==> src/rtl/logic_op_pkg.sv <==
// Shared constants and types for the logic-op arbiter slice.
// Opcode encodings, opcode width and FSM state type.
package logic_op_pkg;

  localparam int OPW = 3;

  localparam logic [OPW-1:0] OP_AND  = 3'd0;
  localparam logic [OPW-1:0] OP_NAND = 3'd1;
  localparam logic [OPW-1:0] OP_OR   = 3'd2;
  localparam logic [OPW-1:0] OP_NOR  = 3'd3;
  localparam logic [OPW-1:0] OP_XOR  = 3'd4;
  localparam logic [OPW-1:0] OP_XNOR = 3'd5;

  typedef enum logic [1:0] {
    IDLE = 2'd0,
    EXEC = 2'd1,
    RESP = 2'd2
  } state_e;

endpackage

==> src/rtl/logic_op_unit.sv <==
// Shared two-operand bitwise gate unit.
// Purely combinational; codes 6/7 yield zero with err set.
module logic_op_unit
  import logic_op_pkg::*;
#(
  parameter int WIDTH = 8
) (
  input  logic [WIDTH-1:0] a,
  input  logic [WIDTH-1:0] b,
  input  logic [OPW-1:0]   op,
  output logic [WIDTH-1:0] y,
  output logic             err
);

  always_comb begin
    y   = '0;
    err = 1'b0;
    unique case (1'b1)
      (op == OP_AND):  y = a & b;
      (op == OP_NAND): y = ~(a & b);
      (op == OP_OR):   y = a | b;
      (op == OP_NOR):  y = ~(a | b);
      (op == OP_XOR):  y = a ^ b;
      (op == OP_XNOR): y = ~(a ^ b);
      default:         err = 1'b1;
    endcase
  end

endmodule

==> src/rtl/logic_op_arbiter.sv <==
// Round-robin front end sharing one logic_op_unit among NREQ clients.
// Three-state flow: capture (IDLE), evaluate (EXEC), hold result (RESP).
module logic_op_arbiter
  import logic_op_pkg::*;
#(
  parameter int NREQ  = 4,
  parameter int WIDTH = 8,
  parameter int IDW   = $clog2(NREQ)
) (
  input  logic                  clk,
  input  logic                  rst_n,
  input  logic [NREQ-1:0]       req_valid,
  output logic [NREQ-1:0]       req_ready,
  input  logic [NREQ*WIDTH-1:0] req_a,
  input  logic [NREQ*WIDTH-1:0] req_b,
  input  logic [NREQ*OPW-1:0]   req_op,
  output logic                  rsp_valid,
  input  logic                  rsp_ready,
  output logic [WIDTH-1:0]      rsp_y,
  output logic [IDW-1:0]        rsp_id,
  output logic                  rsp_err
);

  // First valid requester strictly after last, wrapping around.
  function automatic logic [IDW-1:0] rr_pick(
    input logic [NREQ-1:0] v,
    input logic [IDW-1:0]  last
  );
    logic [IDW-1:0] g;
    logic           hit;
    int             idx;
    g   = '0;
    hit = 1'b0;
    for (int k = 1; k <= NREQ; k++) begin
      idx = (int'(last) + k) % NREQ;
      if (!hit && v[idx]) begin
        hit = 1'b1;
        g   = idx[IDW-1:0];
      end
    end
    return g;
  endfunction

  state_e           state_q, state_d;
  logic [IDW-1:0]   last_q, last_d;
  logic [IDW-1:0]   gid_q, gid_d;
  logic [WIDTH-1:0] a_q, a_d;
  logic [WIDTH-1:0] b_q, b_d;
  logic [OPW-1:0]   op_q, op_d;
  logic [WIDTH-1:0] y_q, y_d;
  logic [IDW-1:0]   id_q, id_d;
  logic             err_q, err_d;

  logic             any_v;
  logic [IDW-1:0]   grant;
  logic [WIDTH-1:0] u_y;
  logic             u_err;

  assign any_v = |req_valid;
  assign grant = rr_pick(req_valid, last_q);

  always_comb begin
    req_ready = '0;
    if (rst_n && state_q == IDLE && any_v)
      req_ready[grant] = 1'b1;
  end

  logic_op_unit #(.WIDTH(WIDTH)) u_unit (
    .a   (a_q),
    .b   (b_q),
    .op  (op_q),
    .y   (u_y),
    .err (u_err)
  );

  always_comb begin
    state_d = state_q;
    last_d  = last_q;
    gid_d   = gid_q;
    a_d     = a_q;
    b_d     = b_q;
    op_d    = op_q;
    y_d     = y_q;
    id_d    = id_q;
    err_d   = err_q;
    unique case (state_q)
      IDLE: begin
        if (any_v) begin
          a_d     = req_a[grant*WIDTH +: WIDTH];
          b_d     = req_b[grant*WIDTH +: WIDTH];
          op_d    = req_op[grant*OPW +: OPW];
          gid_d   = grant;
          state_d = EXEC;
        end
      end
      EXEC: begin
        y_d     = u_y;
        err_d   = u_err;
        id_d    = gid_q;
        last_d  = gid_q;
        state_d = RESP;
      end
      RESP: begin
        if (rsp_ready)
          state_d = IDLE;
      end
      default: state_d = IDLE;
    endcase
  end

  always_ff @(posedge clk) begin
    if (!rst_n) begin
      state_q <= IDLE;
      last_q  <= IDW'(NREQ - 1);
      gid_q   <= '0;
      a_q     <= '0;
      b_q     <= '0;
      op_q    <= '0;
      y_q     <= '0;
      id_q    <= '0;
      err_q   <= 1'b0;
    end else begin
      state_q <= state_d;
      last_q  <= last_d;
      gid_q   <= gid_d;
      a_q     <= a_d;
      b_q     <= b_d;
      op_q    <= op_d;
      y_q     <= y_d;
      id_q    <= id_d;
      err_q   <= err_d;
    end
  end

  assign rsp_valid = (state_q == RESP);
  assign rsp_y     = y_q;
  assign rsp_id    = id_q;
  assign rsp_err   = err_q;

endmodule

==> config.mk <==
export PLATFORM = sky130hd
export DESIGN_NAME = logic_op_arbiter
export DESIGN_NICKNAME = d
export VERILOG_FILES = /design/src/rtl/logic_op_pkg.sv /design/src/rtl/logic_op_unit.sv /design/src/rtl/logic_op_arbiter.sv
export SDC_FILE = /design/constraint.sdc
export NUM_CORES = 1
export LEC_CHECK = 0
export CORE_UTILIZATION = 42
export DETAILED_ROUTE_END_ITERATION = 16
export PLACE_DENSITY = 0.77
export SYNTH_ARGS = -nofsm -noshare
export SYNTH_HDL_FRONTEND = slang
export SYNTH_SLANG_ARGS = --single-unit
export TNS_END_PERCENT = 10
==> constraint.sdc <==
create_clock -name clk -period 2.1 [get_ports clk]
set_input_delay 0.315 -clock clk [delete_from_list [all_inputs] [get_ports clk]]
set_output_delay 0.315 -clock clk [all_outputs]
set_load 0.01 [all_outputs]
# Word-level counts from Yosys, hierarchy flattened
# Cells that the tools add are included.
# Widths: inputs -> output; s select.
dict set report word_totals {
  register_bits 36
  out_inout_bits 16
  elab_cells 88
}
dict set report classes {
  n_addsub 4
  n_mul 1
  muxes 27
  eq_ne 9
  shifts 3
  magnitude_cmp 6
  n_bitwise 10
  reduce_logical 19
}
# cell count
set op_table {}
lappend op_table {{$shiftx 32x6->8} 2}
lappend op_table {{$pmux 8 s6} 1}
lappend op_table {{$not 8->8} 3}
lappend op_table {{$lt 3x4->1 const B} 4}
lappend op_table {{$mux 1} 13}
lappend op_table {{$mux 2} 6}
lappend op_table {{$shiftx 12x5->3} 1}
lappend op_table {{$and 8x8->8} 1}
lappend op_table {{$bmux 1 s2} 4}
lappend op_table {{$or 8x8->8} 1}
lappend op_table {{$reduce_or 2->1} 4}
lappend op_table {{$xor 8x8->8} 1}
lappend op_table {{$eq 3x2->1 const B} 2}
lappend op_table {{$eq 3x3->1 const B} 2}
lappend op_table {{$logic_and 1x1->1} 6}
lappend op_table {{$pmux 2 s3} 1}
lappend op_table {{$reduce_or 6->1} 1}
lappend op_table {{$add 2x1->2 const B} 2}
lappend op_table {{$add 2x2->2 const B} 2}
lappend op_table {{$and 1x1->1 const A} 4}
lappend op_table {{$mul 2x2->4 const B} 1}
lappend op_table {{$mux 4} 1}
lappend op_table {{$reduce_and 2->1} 2}
lappend op_table {{$reduce_or 4->1} 1}
lappend op_table {{11 further kinds} 13}

# Longest topological paths before layout
# Gate-level depths: netlist (run 1).
dict set report logic_depth {
  depth_word 21
  depth_mapped 8
}

# Cells and area by module
# Synthesis (run 1) repeated with hierarchy kept, for this count alone.
dict set report hier_totals {
  hier_cells 337
  hier_area_um2 2712.6
}
# mod area_per_inst_um2 seq_area_each_um2 n_inst cells_per_inst
set by_module_without_submodules {}
lappend by_module_without_submodules {logic_op_arbiter 2049.5 720.7 1 248}
lappend by_module_without_submodules {logic_op_unit 663.1 0.0 1 89}

# Least setup slack after synthesis (run 1)
# Ideal clock, no wire load.
dict set report synth_timing {
  path_kind {input -> output}
  start {in req_valid[2]}
  end {out req_ready[2]}
  required_time_ns 1.785
  setup_slack_ns 0.334
  stages 5
  t_arrival_ns 1.451
  path_cell_list {buf_2 > nor2_1 > a211oi_1 > clkbuf_1 > and3_1}
}
dict set report synth_between {
  elab_chain_len 18
  elab_cells_between_ends 33
  classes_between {order compare (2); mux (22); reduce/logical (9)}
}
# element line
set synth_rtl {}
lappend synth_rtl {{from (decl)} logic_op_arbiter.sv:12} ;# input logic [NREQ-1:0] req_valid,
lappend synth_rtl {{$bmux 1 s2} logic_op_arbiter.sv:36} ;# if (!hit && v[idx]) begin
lappend synth_rtl {{$mux 1 (implied by the code) (2 in a row)} logic_op_arbiter.sv:36}
lappend synth_rtl {{$mux 1} logic_op_arbiter.sv:36}
lappend synth_rtl {{$logic_not 1->1} logic_op_arbiter.sv:36}
lappend synth_rtl {{$logic_and 1x1->1} logic_op_arbiter.sv:36}
lappend synth_rtl {{$mux 1} logic_op_arbiter.sv:36}
lappend synth_rtl {{$logic_not 1->1} logic_op_arbiter.sv:36}
lappend synth_rtl {{$logic_and 1x1->1} logic_op_arbiter.sv:36}
lappend synth_rtl {{$mux 1} logic_op_arbiter.sv:36}
lappend synth_rtl {{$logic_not 1->1} logic_op_arbiter.sv:36}
lappend synth_rtl {{$logic_and 1x1->1} logic_op_arbiter.sv:36}
lappend synth_rtl {{$mux 2} logic_op_arbiter.sv:36}
lappend synth_rtl {{$lt 2x3->1 (implied by the code) / $ge 2x1->1 (equally long branches)} logic_op_arbiter.sv:65} ;# req_ready[grant] = 1'b1;
lappend synth_rtl {{$logic_and 1x1->1 (implied by the code)} logic_op_arbiter.sv:65}
lappend synth_rtl {{$mux 1 (implied by the code)} logic_op_arbiter.sv:65}
lappend synth_rtl {{$demux 1 s2} logic_op_arbiter.sv:65}
lappend synth_rtl {{$mux 4 *} logic_op_arbiter.sv:64} ;# if (rst_n && state_q == IDLE && any_v)
lappend synth_rtl {{to (decl)} logic_op_arbiter.sv:13} ;# output logic [NREQ-1:0] req_ready,
# Mark *: on every way between the ends. The rest lies on a longest branch, timed or not. The select of a mux whose other input is x is not followed.

# Final worst setup path (run 1)
dict set report layout_timing {
  start {reg last_q[1]}
  end {out req_ready[1]}
}
dict set report layout_between {
  elab_chain_len 19
  elab_cells_between_ends 35
  classes_between {add/sub (4); order compare (2); mux (22); reduce/logical (7)}
}
# element line
set layout_rtl {}
lappend layout_rtl {{from (decl)} logic_op_arbiter.sv:45} ;# logic [IDW-1:0] last_q, last_d;
lappend layout_rtl {{from (signal assigned)} logic_op_arbiter.sv:114} ;# last_q <= IDW'(NREQ - 1);
lappend layout_rtl {{from (signal assigned)} logic_op_arbiter.sv:124} ;# last_q <= last_d;
lappend layout_rtl {{$add 2x1->2} logic_op_arbiter.sv:35} ;# idx = (int'(last) + k) % NREQ;
lappend layout_rtl {{$bmux 1 s2} logic_op_arbiter.sv:36}
lappend layout_rtl {{$mux 1 (implied by the code) (2 in a row)} logic_op_arbiter.sv:36}
lappend layout_rtl {{$mux 1} logic_op_arbiter.sv:36}
lappend layout_rtl {{$logic_not 1->1} logic_op_arbiter.sv:36}
lappend layout_rtl {{$logic_and 1x1->1} logic_op_arbiter.sv:36}
lappend layout_rtl {{$mux 1} logic_op_arbiter.sv:36}
lappend layout_rtl {{$logic_not 1->1} logic_op_arbiter.sv:36}
lappend layout_rtl {{[2 not listed]} -}
lappend layout_rtl {{$logic_not 1->1} logic_op_arbiter.sv:36}
lappend layout_rtl {{$logic_and 1x1->1} logic_op_arbiter.sv:36}
lappend layout_rtl {{$mux 2 *} logic_op_arbiter.sv:36}
lappend layout_rtl {{$lt 2x3->1 (implied by the code) / $ge 2x1->1 (equally long branches)} logic_op_arbiter.sv:65}
lappend layout_rtl {{$logic_and 1x1->1 (implied by the code)} logic_op_arbiter.sv:65}
lappend layout_rtl {{$mux 1 (implied by the code)} logic_op_arbiter.sv:65}
lappend layout_rtl {{$demux 1 s2 *} logic_op_arbiter.sv:65}
lappend layout_rtl {{$mux 4 *} logic_op_arbiter.sv:64}
# Marks and branches as above.

==> results of run 1 <==
[synth_stat cells (9+ instances only)]
master / instances
buf_2: 13
inv_1: 17
a221oi_2: 9
a31oi_1: 20
nor2b_1: 14
nand3b_1: 19
o21ai_0: 25
xor2_1: 16
nand3_1: 20
clkbuf_1: 10
o22ai_1: 9
a221oi_1: 10
dfxtp_1: 36
nand2_1: 9
ha_1: 16
[registers in the layout, summed over array words and instances, names as in the netlist, 2 cells and up]
register and cells:
b_q 8, state_q 2, op_q 3, a_q 8, last_q 2, rsp_id 2
rsp_y 8, gid_q 2
[repair_timing]
| action | CTS | global route |
|---|---|---|
| hold buffers | 0 | 0 |
| setup buffers | 2 | 1 |
| resized for setup | 14 | 4 |
| setup endpoints to repair | 4 | 9 |
| pin swaps | 2 | 1 |
[layout by cell type, fill, tap and decap left out, drive strengths merged, types with 9 or more instances in the layout]
cell type | synthesis | layout
nor2b | 15 | 15
clkdlybuf4s50 | 0 | 90
xor2 | 16 | 16
inv | 17 | 17
nand3 | 20 | 20
a31oi | 20 | 20
o21ai | 25 | 25
o22ai | 9 | 9
ha | 16 | 16
nand2 | 9 | 9
a221oi | 19 | 19
dfxtp | 36 | 36
nand3b | 19 | 19
buf | 17 | 28
[worst max-delay path by stage]
stage                                       from            to  cells after the start
final                     last_q[1]$_SDFFE_PN1N_  req_ready[1]                      5
after detailed placement            req_valid[3]  req_ready[3]                      6
after global routing      last_q[1]$_SDFFE_PN1N_  req_ready[1]                      5
after CTS                           req_valid[1]  req_ready[1]                      7
after global placement              req_valid[3]  req_ready[3]                      6
after floorplan                     req_valid[2]  req_ready[2]                      5
[through the flow]
stage	instance area [µm²]	cells	setup TNS, ns
after floorplan	2560	299	0
after global placement	3680	467	-4.39
after detailed placement	3680	467	-6.00
after CTS	3800	477	0
after global routing	3820	478	0
final	3820	478	0
[metal layers]
layer / GRT usage / vias to the layer above / part of all wire
li1: - / 1311 / -
met1: 0.310 / 1215 / 0.45
met2: 0.373 / 88 / 0.48
met3: 0.0466 / 11 / 0.057
met4: 0.0696 / 0 / 0.015
met5: 0 / - / 0
[worst register-to-register path: cells and delay by family (launching register included)]
kind,cells,cell delay (ns)
buffers and inverters,2,0.40
and+or+nand+nor,1,0.07
DFF,1,0.38
AOI/OAI and AO/OA,3,0.76
[kinds of logic (layout without fill, tap and decap cells)]
logic type	count (synthesis)	count (layout)	synth area share
xor gates and xnor gates	16	16	0.0547
DFF	36	36	0.281
AOI/OAI and AO/OA	97	97	0.283
muxes	8	8	0.0313
buffers and inverters	46	150	0.0884
adders and majority gates	16	16	0.0782
and+or+nand+nor	80	80	0.183
[area by class of cell]
cell class	instances	area [µm²]
Fill cell	518	2070
Multi-Input combinational cell	217	1630
Timing Repair Buffer	125	1200
Sequential cell	36	722
Tap cell	75	93.8
Clock buffer	6	72.6
Inverter	17	63.8
Clock inverter	2	35.0
[power groups by stage]
stage                     sequential (mW)  combinational (mW)  clock, mW
after floorplan                     0.849               0.646          0
after global placement              0.885               0.989          0
after detailed placement            0.888                1.01          0
after CTS                           0.873                1.02      0.618
after global routing                0.889                1.13      0.650
final                               0.874                1.03      0.606
==> reports/results.ini, run 1 <==
[timing]
timing.hold.ws_ns = 0.465
final.min_clock_period_ns = 1.93
report.final.slew_viol_count = 0
setup_skew_after_layout_ns = 0.00605
slew-limit-headroom = 0.545
achievable-frequency_mhz = 517
layout_worst_path_cycle_share = 0.921
setup_viol = 0
timing_hold_violations_final = 0
final.setup.worst_slack_ns = 0.166
setup_repair_after_global_routing_missed_its_margin = false
transition_at_the_pin_with_the_smallest_max_transition_slack_ns = 0.683

[finish]
insertedDiodeCount = 0
synthToLayoutAreaGrowth_pct = 49.1
finalCoreUtilization = 0.649
final_layout_size_suffix_gt1_frac = 0.134
finalNetCount = 501

[critical_path]
internal_reg_to_reg_setup_slack_ns = 0.38
cp_data_required_time_ns = 1.78
worstPathBufferInverterCount = 2
worstReg2RegStart = last_q[1]$_SDFFE_PN1N_
reg2reg_depth = 6
critPathMaxFanout = 8
path_class = flop to primary output
critical_path.endpoint_type = primary output
worst_path_max_delay_cell = dfxtp_1
critical-path-top-delay-family = flip-flops
crit_path_max_incr_delay_ns = 0.46
cell_chain_of_the_critical_path = inv_1 > nor2_2 > o311a_1 > and2_1 > clkdlybuf4s15_1
timing.critical_path.from_type = flop
worst_ep_arrival_time_ns = 1.62
critical_path.reg2reg.endpoint = b_q[5]$_SDFFE_PN0P_

[power]
p_seq_frac = 0.349
total_switching_power_uw = 826
comb_power_share = 0.409
netSwitchingFraction = 0.330
internal_power_mw = 1.68
leakagePower_nw = 1.50
power.share.clock = 0.242
irDropWorstVdd_uv = 423
power.total_mw = 2.51
power.density_cell_area_nw_per_um2 = 656

[cts]
numCtsBuffers = 5
cts_num_sinks = 36
clk_pin_slew_ns = 0.07
cts_tree = built
clk_root_buffer_cell = clkbuf_8
max-clock-path-buffers = 2
worstSkewPairLatency_ns = 0.29
clock_tree.htree_level_count = 2

[drt]
initial_drc_count = 96
number_of_vias_after_detailed_routing = 2625
totalWireLength_um = 7120
ant_nets = 0
route.detailed.drc = 0
drt-vias-per-instance = 5.49
detail_route.first_pass.iterations = 4
post_drt_wl_per_cell_um = 14.9

[floorplanning]
pin_count = 99
fp.dieW_um = 80.1
floorplan.initialDensity = 0.435
die_outline_area_um2 = 6410
chipHeight_um = 80.1
design.core.area_um2 = 5890
rows = 28

[logic_synthesis]
warning_count_from_the_yosys_run = 0
synth_edf_count = 0
post_synth_main_area_contributors = dfxtp_1 28%, ha_1 7.8%, nand3b_1 5.6%
synth_flop_cell = dfxtp_1
synth.ff_latch_count = 36
synth_top_area_share = 0.281
ys_types = 39
synth_area_leader_cell = dfxtp_1
sequential_to_total_area_share_from_yosys_stat = 0.281
mappedNetlistArea_um2 = 2560
syn-instance-count = 299
asyncSetResetFlopFracSynth = 0
syn_nets = 398
syn_area_per_cell_um2 = 8.57

[flow_run]
maxCapViolations = 0

[global_route]
grt_pass1_wl_um = 11400
grt_antenna_before_repair = 0
grt_util_all_layers = 0.231
first_global_vias = 2428
grt_start_max_net_pins = 34
global_route.overflow_total = 0

[placed_design]
pre_cts_slack_ns = -0.321
port-buffer-count = 98
dpl_hpwl_um = 5390
place_congestion = 0.795

[status]
outcome = finished, final reports clean

[worst_hold_path]
holdCritPathClass = flop to flop
holdPathEnd = rsp_id[0]$_SDFFE_PN0N_
holdCritStartpoint = rsp_id[0]$_SDFFE_PN0N_
min_delay_path_depth = 2

Power figures use the tool's default switching activity.
==> inputs of run 2 (changes only) <==
CORE_ASPECT_RATIO = 1.1   (was unset)
==> run 2 against run 1 <==
Flip-flop and latch count unchanged. Power shrank 5.0%. Non-clock buffer count fell by 4. Clock-buffer cell count increased by 2. Clock skew increased by 0.0040 ns. Cell area is 1.7% lower. Global-route usage is 1.1 points lower. Highest routed layer unchanged. Final cell count down 0.42%. Via count is 0.84% lower. Utilization is 0.63 points lower. Largest power group unchanged. First-iteration DRC count grew 32%. Worst setup slack worse by 0.10 ns.
==> reports/results.ini, run 2 (same netlist as run 1, synthesis figures left out) <==
[finish]
most-common-layout-cells = 92 x clkdlybuf4s50_1, 36 x dfxtp_1, 24 x o21ai_0
final_layout_size_suffix_gt1_frac = 0.125
finalNetCount = 497
n_fill_cell = 489
layout.cells.most_common = clkdlybuf4s50_1
insertedDiodeCount = 0
synthToLayoutAreaGrowth_pct = 46.6
post-route-cell-area_um2 = 3750

[critical_path]
critical_path.endpoint_type = primary output
crit_path_max_incr_delay_ns = 0.46
cp_data_required_time_ns = 1.78
path_class = input pin to primary output
worstPathBufferInverterCount = 3
cell_chain_of_the_critical_path = clkdlybuf4s50_1 > buf_4 > o21ai_2 > o211a_1 > and3_1 > dlygate4sd2_1
timing.critical_path.from_type = input pin
worst_ep_arrival_time_ns = 1.72
critical-path-top-delay-family = buffers and inverters
critPathMaxFanout = 5
worst_path_max_delay_cell = clkdlybuf4s50_1

[timing]
slew-limit-headroom = 0.579
setup_skew_after_layout_ns = 0.0100
timing.hold.ws_ns = 0.474
report.final.slew_viol_count = 0
final.min_clock_period_ns = 2.04
transition_at_the_pin_with_the_smallest_max_transition_slack_ns = 0.632
setup_viol = 0
layout_worst_path_cycle_share = 0.970
achievable-frequency_mhz = 491
timing_hold_violations_final = 0

[cts]
cts_num_sinks = 36
max-clock-path-buffers = 2
cts_tree = built
hold_buffers = 0
worstSkewPairLatency_ns = 0.29
numCtsBuffers = 5
clock_tree.htree_level_count = 2
clk_pin_slew_ns = 0.07
clk_root_buffer_cell = clkbuf_8

[floorplanning]
rows = 29
pin_count = 99
design.core.area_um2 = 5840
floorplan.initialDensity = 0.438
chipHeight_um = 83.9
die_outline_area_um2 = 6410
fp.dieW_um = 76.5

[status]
outcome = finished, final reports clean

[global_route]
grt_pass1_wl_um = 11300
grt_start_max_net_pins = 40
grt_antenna_before_repair = 0
global_route.overflow_total = 0
grt_util_all_layers = 0.221
first_global_vias = 2463

[placed_design]
port-buffer-count = 98
placedInstanceArea_um2 = 3660
place_congestion = 0.822
dpl_hpwl_um = 5390

[flow_run]
maxCapViolations = 0

[drt]
ant_nets = 0
route.detailed.drc = 0
totalWireLength_um = 6980
initial_drc_count = 127
detail_route.first_pass.iterations = 4
drt-vias-per-instance = 5.47
number_of_vias_after_detailed_routing = 2603
post_drt_wl_per_cell_um = 14.7

[power]
leakagePower_nw = 1.46
power.density_cell_area_nw_per_um2 = 634
irDropWorstVdd_uv = 283

[worst_hold_path]
holdCritPathClass = flop to flop

[run 2: through the flow]
stage          worst slack, ns  cells  utilization  setup TNS, ns  power [mW]
5_1_grt               -0.00463    476        0.643       -0.00991        2.54
3_5_place_dp            -0.314    467        0.626          -5.44        1.88
4_1_cts               0.000280    475        0.642              0        2.39
3_3_place_gp            -0.262    467        0.626          -4.11        1.85
6_report                0.0625    476        0.643              0        2.38
2_1_floorplan            0.334    299            -              0        1.50
[run 2: worst paths after layout]
kind / startpoint / end / slack [ns] / cells past startpoint
hold / removal: rsp_id[1]$_SDFFE_PN0N_ / rsp_id[1]$_SDFFE_PN0N_ / 0.47 / 2
setup reg to reg: last_q[0]$_SDFFE_PN1N_ / b_q[6]$_SDFFE_PN0P_ / 0.17 / 5
setup / recovery: req_valid[0] / req_ready[2] / 0.06 / 6
hold reg to reg: rsp_id[1]$_SDFFE_PN0N_ / rsp_id[1]$_SDFFE_PN0N_ / 0.47 / 2
[run 2: layout make-up]
cell class,instances,area (µm²),area share
multi-input combinational,217,1630,0.434
timing repair buffer,121,1150,0.308
sequential,36,721,0.192
tap,77,96.3,0.0257
clock buffer,8,90.1,0.0240
inverter,17,63.8,0.0170
[run 2: what timing repair did]
| action | in CTS | in global routing |
|---|---|---|
| endpoints found under the setup margin | 4 | 4 |
| gates resized for setup | 10 | 7 |
| setup buffers | 0 | 1 |
| pin swaps | 1 | 3 |
[run 2: power breakdown]
part | switching, mW | leakage (nW) | internal (mW)
combinational | 0.470 | 1.12 | 0.528
clock | 0.242 | 0.0455 | 0.268
sequential | 0.0957 | 0.297 | 0.777
[run 2: worst register-to-register path, cell delays in order (launching register included)]
cell and delay, ns:
dfxtp_1 0.54, buf_4 0.21, or3b_2 0.13, o221a_2 0.60, nand3b_1 0.19, a31oi_1 0.19
[run 2: routing by layer]
layer | track usage | up-vias | share of wire
met2 | 0.386 | 87 | 0.51
met3 | 0.0437 | 8 | 0.060
met5 | 0 | - | 0
met1 | 0.276 | 1204 | 0.42
li1 | - | 1304 | -
met4 | 0.0524 | 0 | 0.012
